===== config.mk =====
export PLATFORM = sky130hd
export DESIGN_NAME = alu_seq
export DESIGN_NICKNAME = d
export VERILOG_FILES = /design/src/rtl/alu_pkg.sv /design/src/rtl/alu_muldiv_iter.sv /design/src/rtl/alu_seq.sv
export SDC_FILE = /design/constraint.sdc
export NUM_CORES = 1
export LEC_CHECK = 0
export CAP_MARGIN = 20
export CORE_MARGIN = 10
export CORE_UTILIZATION = 28
export CTS_CLUSTER_SIZE = 25
export DETAILED_ROUTE_END_ITERATION = 12
export MAX_ROUTING_LAYER = met4
export PLACE_DENSITY = 0.43
export SLEW_MARGIN = 0
export SYNTH_ARGS = -nofsm -noshare
export SYNTH_HDL_FRONTEND = slang
export SYNTH_SLANG_ARGS = --single-unit

===== constraint.sdc =====
create_clock -name clk -period 5 [get_ports clk]
set_input_delay 1 -clock clk [delete_from_list [all_inputs] [get_ports clk]]
set_output_delay 1 -clock clk [all_outputs]
set_load 0.02 [all_outputs]

===== src/rtl/alu_pkg.sv =====
// Shared op codes, FSM state encoding and op classification for the sequential ALU.
package alu_pkg;

    localparam int unsigned OPW = 4;

    localparam logic [OPW-1:0] OP_AND  = 4'd0;
    localparam logic [OPW-1:0] OP_OR   = 4'd1;
    localparam logic [OPW-1:0] OP_NOR  = 4'd2;
    localparam logic [OPW-1:0] OP_ADD  = 4'd3;
    localparam logic [OPW-1:0] OP_SUB  = 4'd4;
    localparam logic [OPW-1:0] OP_SLT  = 4'd5;
    localparam logic [OPW-1:0] OP_SLL  = 4'd6;
    localparam logic [OPW-1:0] OP_SRL  = 4'd7;
    localparam logic [OPW-1:0] OP_MUL  = 4'd8;
    localparam logic [OPW-1:0] OP_DIVU = 4'd9;
    localparam logic [OPW-1:0] OP_REMU = 4'd10;

    typedef enum logic [1:0] {
        IDLE = 2'd0,
        CALC = 2'd1,
        DONE = 2'd2
    } state_e;

    // True for ops that run through the iterative multiplier/divider.
    function automatic logic is_multicycle(input logic [OPW-1:0] op);
        return (op == OP_MUL) || (op == OP_DIVU) || (op == OP_REMU);
    endfunction

endpackage


===== src/rtl/alu_muldiv_iter.sv =====
// WIDTH-step shift-add multiplier / restoring divider on one 2*WIDTH accumulator.
// Result outputs show the accumulator after the current step, so they are
// final in the cycle where last is high.
module alu_muldiv_iter
    import alu_pkg::*;
#(
    parameter int unsigned WIDTH = 16
) (
    input  logic             clk,
    input  logic             rst,
    input  logic             load,
    input  logic [OPW-1:0]   op,
    input  logic [WIDTH-1:0] a,
    input  logic [WIDTH-1:0] b,
    output logic [WIDTH-1:0] prod_lo,
    output logic             prod_hi_nz,
    output logic [WIDTH-1:0] quot,
    output logic [WIDTH-1:0] rem,
    output logic             last
);

    localparam int unsigned CW = $clog2(WIDTH);

    logic [2*WIDTH-1:0] r_acc;
    logic [WIDTH-1:0]   r_b;
    logic [CW-1:0]      r_cnt;
    logic               r_run;
    logic               r_mul;

    logic [WIDTH:0]     w_sum;
    logic [WIDTH:0]     w_shl;
    logic [WIDTH:0]     w_diff;
    logic [2*WIDTH-1:0] w_mul_nxt;
    logic [2*WIDTH-1:0] w_div_nxt;
    logic [2*WIDTH-1:0] w_acc_nxt;

    // One multiply step (add-then-shift-right) and one restoring divide step.
    always_comb begin
        w_sum     = {1'b0, r_acc[2*WIDTH-1:WIDTH]} + {1'b0, r_b};
        w_mul_nxt = r_acc[0] ? {w_sum, r_acc[WIDTH-1:1]}
                             : {1'b0, r_acc[2*WIDTH-1:1]};
        w_shl     = r_acc[2*WIDTH-1:WIDTH-1];
        w_diff    = w_shl - {1'b0, r_b};
        w_div_nxt = w_diff[WIDTH] ? {w_shl[WIDTH-1:0], r_acc[WIDTH-2:0], 1'b0}
                                  : {w_diff[WIDTH-1:0], r_acc[WIDTH-2:0], 1'b1};
        w_acc_nxt = r_mul ? w_mul_nxt : w_div_nxt;
    end

    assign prod_lo    = w_acc_nxt[WIDTH-1:0];
    assign prod_hi_nz = |w_acc_nxt[2*WIDTH-1:WIDTH];
    assign quot       = w_acc_nxt[WIDTH-1:0];
    assign rem        = w_acc_nxt[2*WIDTH-1:WIDTH];
    assign last       = r_run && (r_cnt == '0);

    // Operand load and per-cycle iteration with step counter.
    always_ff @(posedge clk) begin
        if (rst) begin
            r_acc <= '0;
            r_b   <= '0;
            r_cnt <= '0;
            r_run <= 1'b0;
            r_mul <= 1'b0;
        end else if (load) begin
            r_mul <= (op == OP_MUL);
            r_acc <= (op == OP_MUL) ? {{WIDTH{1'b0}}, b} : {{WIDTH{1'b0}}, a};
            r_b   <= (op == OP_MUL) ? a : b;
            r_cnt <= CW'(WIDTH - 1);
            r_run <= 1'b1;
        end else if (r_run) begin
            r_acc <= w_acc_nxt;
            r_cnt <= r_cnt - 1'b1;
            if (r_cnt == '0) begin
                r_run <= 1'b0;
            end
        end
    end

endmodule


===== src/rtl/alu_seq.sv =====
// Sequential ALU: single-cycle logic/arith/shift ops plus iterative MUL/DIVU/REMU
// behind a start/done handshake with busy.
module alu_seq
    import alu_pkg::*;
#(
    parameter int unsigned WIDTH = 16
) (
    input  logic             clk,
    input  logic             rst,
    input  logic             start,
    input  logic [OPW-1:0]   op,
    input  logic [WIDTH-1:0] a,
    input  logic [WIDTH-1:0] b,
    output logic             busy,
    output logic             done,
    output logic [WIDTH-1:0] r,
    output logic             zero,
    output logic             ovfl,
    output logic             div0
);

    localparam int unsigned SHW = $clog2(WIDTH);

    state_e           r_state;
    state_e           w_state_nxt;
    logic [OPW-1:0]   r_op;
    logic             r_busy;
    logic             r_done;
    logic [WIDTH-1:0] r_r;
    logic             r_zero;
    logic             r_ovfl;
    logic             r_div0;

    logic [WIDTH-1:0] w_sum;
    logic [WIDTH-1:0] w_diff;
    logic [WIDTH-1:0] w_res;
    logic             w_ovfl;
    logic             w_div0;
    logic             w_go_calc;
    logic             w_go_single;

    logic [WIDTH-1:0] w_prod_lo;
    logic             w_prod_hi_nz;
    logic [WIDTH-1:0] w_quot;
    logic [WIDTH-1:0] w_rem;
    logic             w_last;
    logic [WIDTH-1:0] w_it_res;
    logic             w_it_ovfl;

    assign w_sum       = a + b;
    assign w_diff      = a - b;
    assign w_go_calc   = (r_state == IDLE) && start && is_multicycle(op)
                         && ((op == OP_MUL) || (b != '0));
    assign w_go_single = (r_state == IDLE) && start && !w_go_calc;

    // Single-cycle result; DIVU/REMU only reach here with b == 0.
    always_comb begin
        w_res  = '0;
        w_ovfl = 1'b0;
        w_div0 = 1'b0;
        case (op)
            OP_AND:  w_res = a & b;
            OP_OR:   w_res = a | b;
            OP_NOR:  w_res = ~(a | b);
            OP_ADD: begin
                w_res  = w_sum;
                w_ovfl = (a[WIDTH-1] == b[WIDTH-1]) && (w_sum[WIDTH-1] != a[WIDTH-1]);
            end
            OP_SUB: begin
                w_res  = w_diff;
                w_ovfl = (a[WIDTH-1] != b[WIDTH-1]) && (w_diff[WIDTH-1] != a[WIDTH-1]);
            end
            OP_SLT:  w_res = WIDTH'(a < b);
            OP_SLL:  w_res = a << b[SHW-1:0];
            OP_SRL:  w_res = a >> b[SHW-1:0];
            OP_DIVU: begin
                w_res  = '1;
                w_div0 = 1'b1;
            end
            OP_REMU: begin
                w_res  = a;
                w_div0 = 1'b1;
            end
            default: w_res = '0;
        endcase
    end

    // Pick the iterative unit's result for the op in flight.
    always_comb begin
        w_it_res  = '0;
        w_it_ovfl = 1'b0;
        case (r_op)
            OP_MUL: begin
                w_it_res  = w_prod_lo;
                w_it_ovfl = w_prod_hi_nz;
            end
            OP_DIVU: w_it_res = w_quot;
            OP_REMU: w_it_res = w_rem;
            default: w_it_res = '0;
        endcase
    end

    alu_muldiv_iter #(
        .WIDTH (WIDTH)
    ) u_iter (
        .clk        (clk),
        .rst        (rst),
        .load       (w_go_calc),
        .op         (op),
        .a          (a),
        .b          (b),
        .prod_lo    (w_prod_lo),
        .prod_hi_nz (w_prod_hi_nz),
        .quot       (w_quot),
        .rem        (w_rem),
        .last       (w_last)
    );

    // Next-state logic.
    always_comb begin
        w_state_nxt = r_state;
        case (r_state)
            IDLE:    if (w_go_calc) w_state_nxt = CALC;
            CALC:    if (w_last) w_state_nxt = DONE;
            DONE:    w_state_nxt = IDLE;
            default: w_state_nxt = IDLE;
        endcase
    end

    // State register.
    always_ff @(posedge clk) begin
        if (rst) begin
            r_state <= IDLE;
        end else begin
            r_state <= w_state_nxt;
        end
    end

    // Output registers: result and flags only change together with done.
    always_ff @(posedge clk) begin
        if (rst) begin
            r_op   <= '0;
            r_busy <= 1'b0;
            r_done <= 1'b0;
            r_r    <= '0;
            r_zero <= 1'b0;
            r_ovfl <= 1'b0;
            r_div0 <= 1'b0;
        end else begin
            r_done <= 1'b0;
            if (w_go_single) begin
                r_r    <= w_res;
                r_zero <= (w_res == '0);
                r_ovfl <= w_ovfl;
                r_div0 <= w_div0;
                r_done <= 1'b1;
            end else if (w_go_calc) begin
                r_op   <= op;
                r_busy <= 1'b1;
            end else if ((r_state == CALC) && w_last) begin
                r_r    <= w_it_res;
                r_zero <= (w_it_res == '0);
                r_ovfl <= w_it_ovfl;
                r_div0 <= 1'b0;
                r_busy <= 1'b0;
                r_done <= 1'b1;
            end
        end
    end

    assign busy = r_busy;
    assign done = r_done;
    assign r    = r_r;
    assign zero = r_zero;
    assign ovfl = r_ovfl;
    assign div0 = r_div0;

endmodule


==> results.yml <==
layout:
  area_delta_synth_final_pct: 18.5
  instances_no_fill: 1931
  diodes: 0
  fin_nets: 1598
  drive_gt1_share_pct: 10.1
critical_path:
  cp_max_fo: 4
  cp-end-kind: "register"
  path_class: "input pin to register"
  slowest_stage: "a211oi_1"
  slowest_delay_ns: 0.52
  crit_chain: "clkdlybuf4s50_1, inv_1, ha_1, a211o_1, o211ai_1, a21boi_0, a211oi_1, o31ai_1, buf_4, a21oi_1, o211ai_1, and3_1, o21ai_0, nor3_1, a211o_1"
  cp.arrival_ns: 4.69
  startpoint_type: "input pin"
  rr_startpoint: "u_iter.r_b[0]$_SDFFE_PP0P_"
  reg2reg_slack_ns: 0.57
  worstSetupStartpoint: "a[1]"
  cp.required_ns: 5.24
flow_run:
  cap_viol_max_count: 0
power_and_ir_drop:
  p_total_uw: 2650
  p_per_area_mw_per_mm2: 224
  ir_drop_uv: 129
  p_leak_uw: 0.00458
logic_synthesis:
  synthesis.nets: 1529
  synth_mux_area_share_pct: 9.83
  synth_fa_ha_area_share_pct: 12.1
  synth_seq_cells: 81
  async_flop_share_pct: 0
  synth_cell_types: 90
  seq_area_frac_synth_pct: 16.2
  synth_top_family_by_area: "compound AO/OA/AOI/OAI gates"
  synth_xor_area_share_pct: 1.58
  synth-simple-area-share_pct: 20.8
  synth_top_flop_cell: "dfxtp_1"
  synth_cells: 1396
  synth-edff-count: 0
  synth.area.top_cells: "dfxtp_1 16%, ha_1 11%, mux2i_1 8.0%"
  synth_largest_area_cell: "dfxtp_1"
  synth_compound_area_share_pct: 32.5
  ys_warn_count: 0
  synth_top_cell_area_share_pct: 16.2
  avgSynthCellArea_um2: 7.15
  netlist_area_mm2: 0.00998
global_route:
  grt_usage_pct: 19.9
  grt_start_max_net_pins: 51
  grt_antenna_before_repair: 0
  grt-ovfl-total: 0
  grt_pass1_vias: 10800
  grt_pass1_wl_um: 67000
timing:
  fin_crit_sh_pct: 89.0
  slew_headroom_pct: 42.3
  max_freq_mhz: 225
  tns_ns: 0
  hold_viol_final: 0
  fin_skew_ns: 0.0130
  setup_viol: 0
  report.final.slew_viol_count: 0
  fin_crit_ns: 4.45
  worstMarginPinSlew_ns: 0.857
  grt_setup_unrepaired: "false"
routing:
  ant_nets: 0
  routedWlPerCell_um: 22.7
  drtPass1Iterations: 5
  route.detailed.drc: 0
  dr.first_iter.drc_count: 589
  vias: 10900
  via_per_inst: 5.62
  routed_wl_um: 43900
clock_tree:
  cts_num_sinks: 81
  cts-root-buf: "clkbuf_16"
  cts.clk_slew.worst_paths_ns: 0.07
  tritoncts: "yes"
  cts_resized: 0
  cts_max_level: 3
  numCtsBuffers: 9
  cts_setup_buffers: 0
  insertion_delay_ns: 0.35
  holdBufCountCts: 0
  clockBufferDepth: 2
place:
  hpwl_um: 35900
  gp_congestion: 0.943
  io_buffers: 59
  placed_cells: 1915
floorplan:
  row_count: 69
  core_mm2: 0.0354
  die_w_um: 209
  io_pins: 60
  die_area_mm2: 0.0436
  die_h_um: 209
  start_util_pct: 28.2
min_path:
  min_from: "r[13]$_SDFFE_PP0P_"
  min_path_type: "register to register"
status:
  status: "complete, no violations"
==> metal layers <==
metal	GRT usage [%]	up-vias	wire, um
li1	-	5287	-
met1	24.2	5256	19700
met2	34.4	270	21500
met3	1.43	47	1410
met4	6.23	0	1320
met5	-	-	0
==> cell families after synthesis <==
logic type,after synthesis
AO/OA/AOI/OAI,484
AND/OR/NAND/NOR,449
buffers and inverters,178
adder cells (fa/ha/maj),94
multiplexers,92
flip-flops,81
XOR/XNOR,18
==> synthesized netlist by cell type, drive strengths merged (4+ instances only) <==
| cell type | count |
|---|---|
| nor2 | 185 |
| a21oi | 137 |
| nand2 | 102 |
| ha | 90 |
| inv | 83 |
| dfxtp | 81 |
| mux2i | 80 |
| o21ai | 79 |
| clkbuf | 72 |
| a211oi | 67 |
| nor3 | 32 |
| buf | 22 |
| a22oi | 21 |
| nand2b | 20 |
| nand3 | 20 |
| nor4 | 19 |
| o22ai | 18 |
| nor2b | 17 |
| a31oi | 15 |
| a221oi | 14 |
| a21o | 13 |
| o211ai | 11 |
| a211o | 10 |
| xnor2 | 10 |
| a21boi | 8 |
| and2 | 8 |
| mux2 | 8 |
| nand4 | 8 |
| o21a | 8 |
| o21bai | 8 |
| or3 | 8 |
| xor2 | 8 |
| and3 | 7 |
| nor3b | 7 |
| o31ai | 7 |
| a2111oi | 5 |
| a311o | 5 |
| o221ai | 5 |
| fa | 4 |
| mux4 | 4 |
| o211a | 4 |
==> metrics by stage <==
step / hold WS (ns) / util, % / setup WS [ns] / cell area, um2
after floorplan: 0.458 / - / 0.648 / 9980
after global placement: 0.444 / 32.6 / 0.323 / 11500
after detailed placement: 0.448 / 32.6 / 0.329 / 11500
after CTS: 0.459 / 33.4 / 0.524 / 11800
after global routing: 0.476 / 33.4 / 0.189 / 11800
final: 0.453 / 33.4 / 0.550 / 11800
==> report_power, final <==
part,leakage [uW],switching [uW],internal [uW]
Sequential,0.000660,34.8,682
Combinational,0.00377,739,480
Clock,0.000146,320,398
Total,0.00458,1090,1560
==> registers in the layout, summed over array words and instances (netlist names) <==
signal,count
u_iter.r_cnt,4
r_op,4
r_state,2
u_iter.r_mul,1
u_iter.r_acc,32
div0,1
ovfl,1
zero,1
u_iter.r_run,1
done,1
r,16
busy,1
u_iter.r_b,16
==> path summary, 6_finish.rpt <==
| kind | endpoint | cells past startpoint |
|---|---|---|
| max | zero$_SDFFE_PP0P_ | 15 |
| min | r[13]$_SDFFE_PP0P_ | 2 |
| max reg2reg | zero$_SDFFE_PP0P_ | 15 |
| min reg2reg | r[13]$_SDFFE_PP0P_ | 2 |
==> layout by cell type (no fill, tap or decap), types with 9 or more instances in the layout <==
master             n
nor2_1           184
a21oi_1          135
nand2_1          102
ha_1              90
buf_4             90
inv_1             83
mux2i_1           80
dfxtp_1           79
o21ai_0           76
a211oi_1          66
clkdlybuf4s50_1   57
nor3_1            29
a22oi_1           21
nand2b_1          20
nand3_1           20
nor4_1            19
o22ai_1           18
nor2b_1           16
a31oi_1           15
a221oi_1          14
a21o_1            12
o211ai_1          11
xnor2_1           10
a211o_1           10
clkbuf_16          9
==> area by class of cell <==
type                    instances  area, um2
clock buffers                   9        225
fillers                      3889      23600
clock inverters                 7       85.1
inverters                      84        315
repair buffers                152       1320
multi-input cells            1137       7690
flip-flops and latches         81       1620
well taps                     461        577
==> critical path, delay by kind of cell <==
family	cells	cell delay [ns]
AOI/OAI and AO/OA	9	2.29
buffers and inverters	3	0.73
adders and majority gates	1	0.34
and+or+nand+nor	2	0.32
Power figures use the tool's default switching activity.
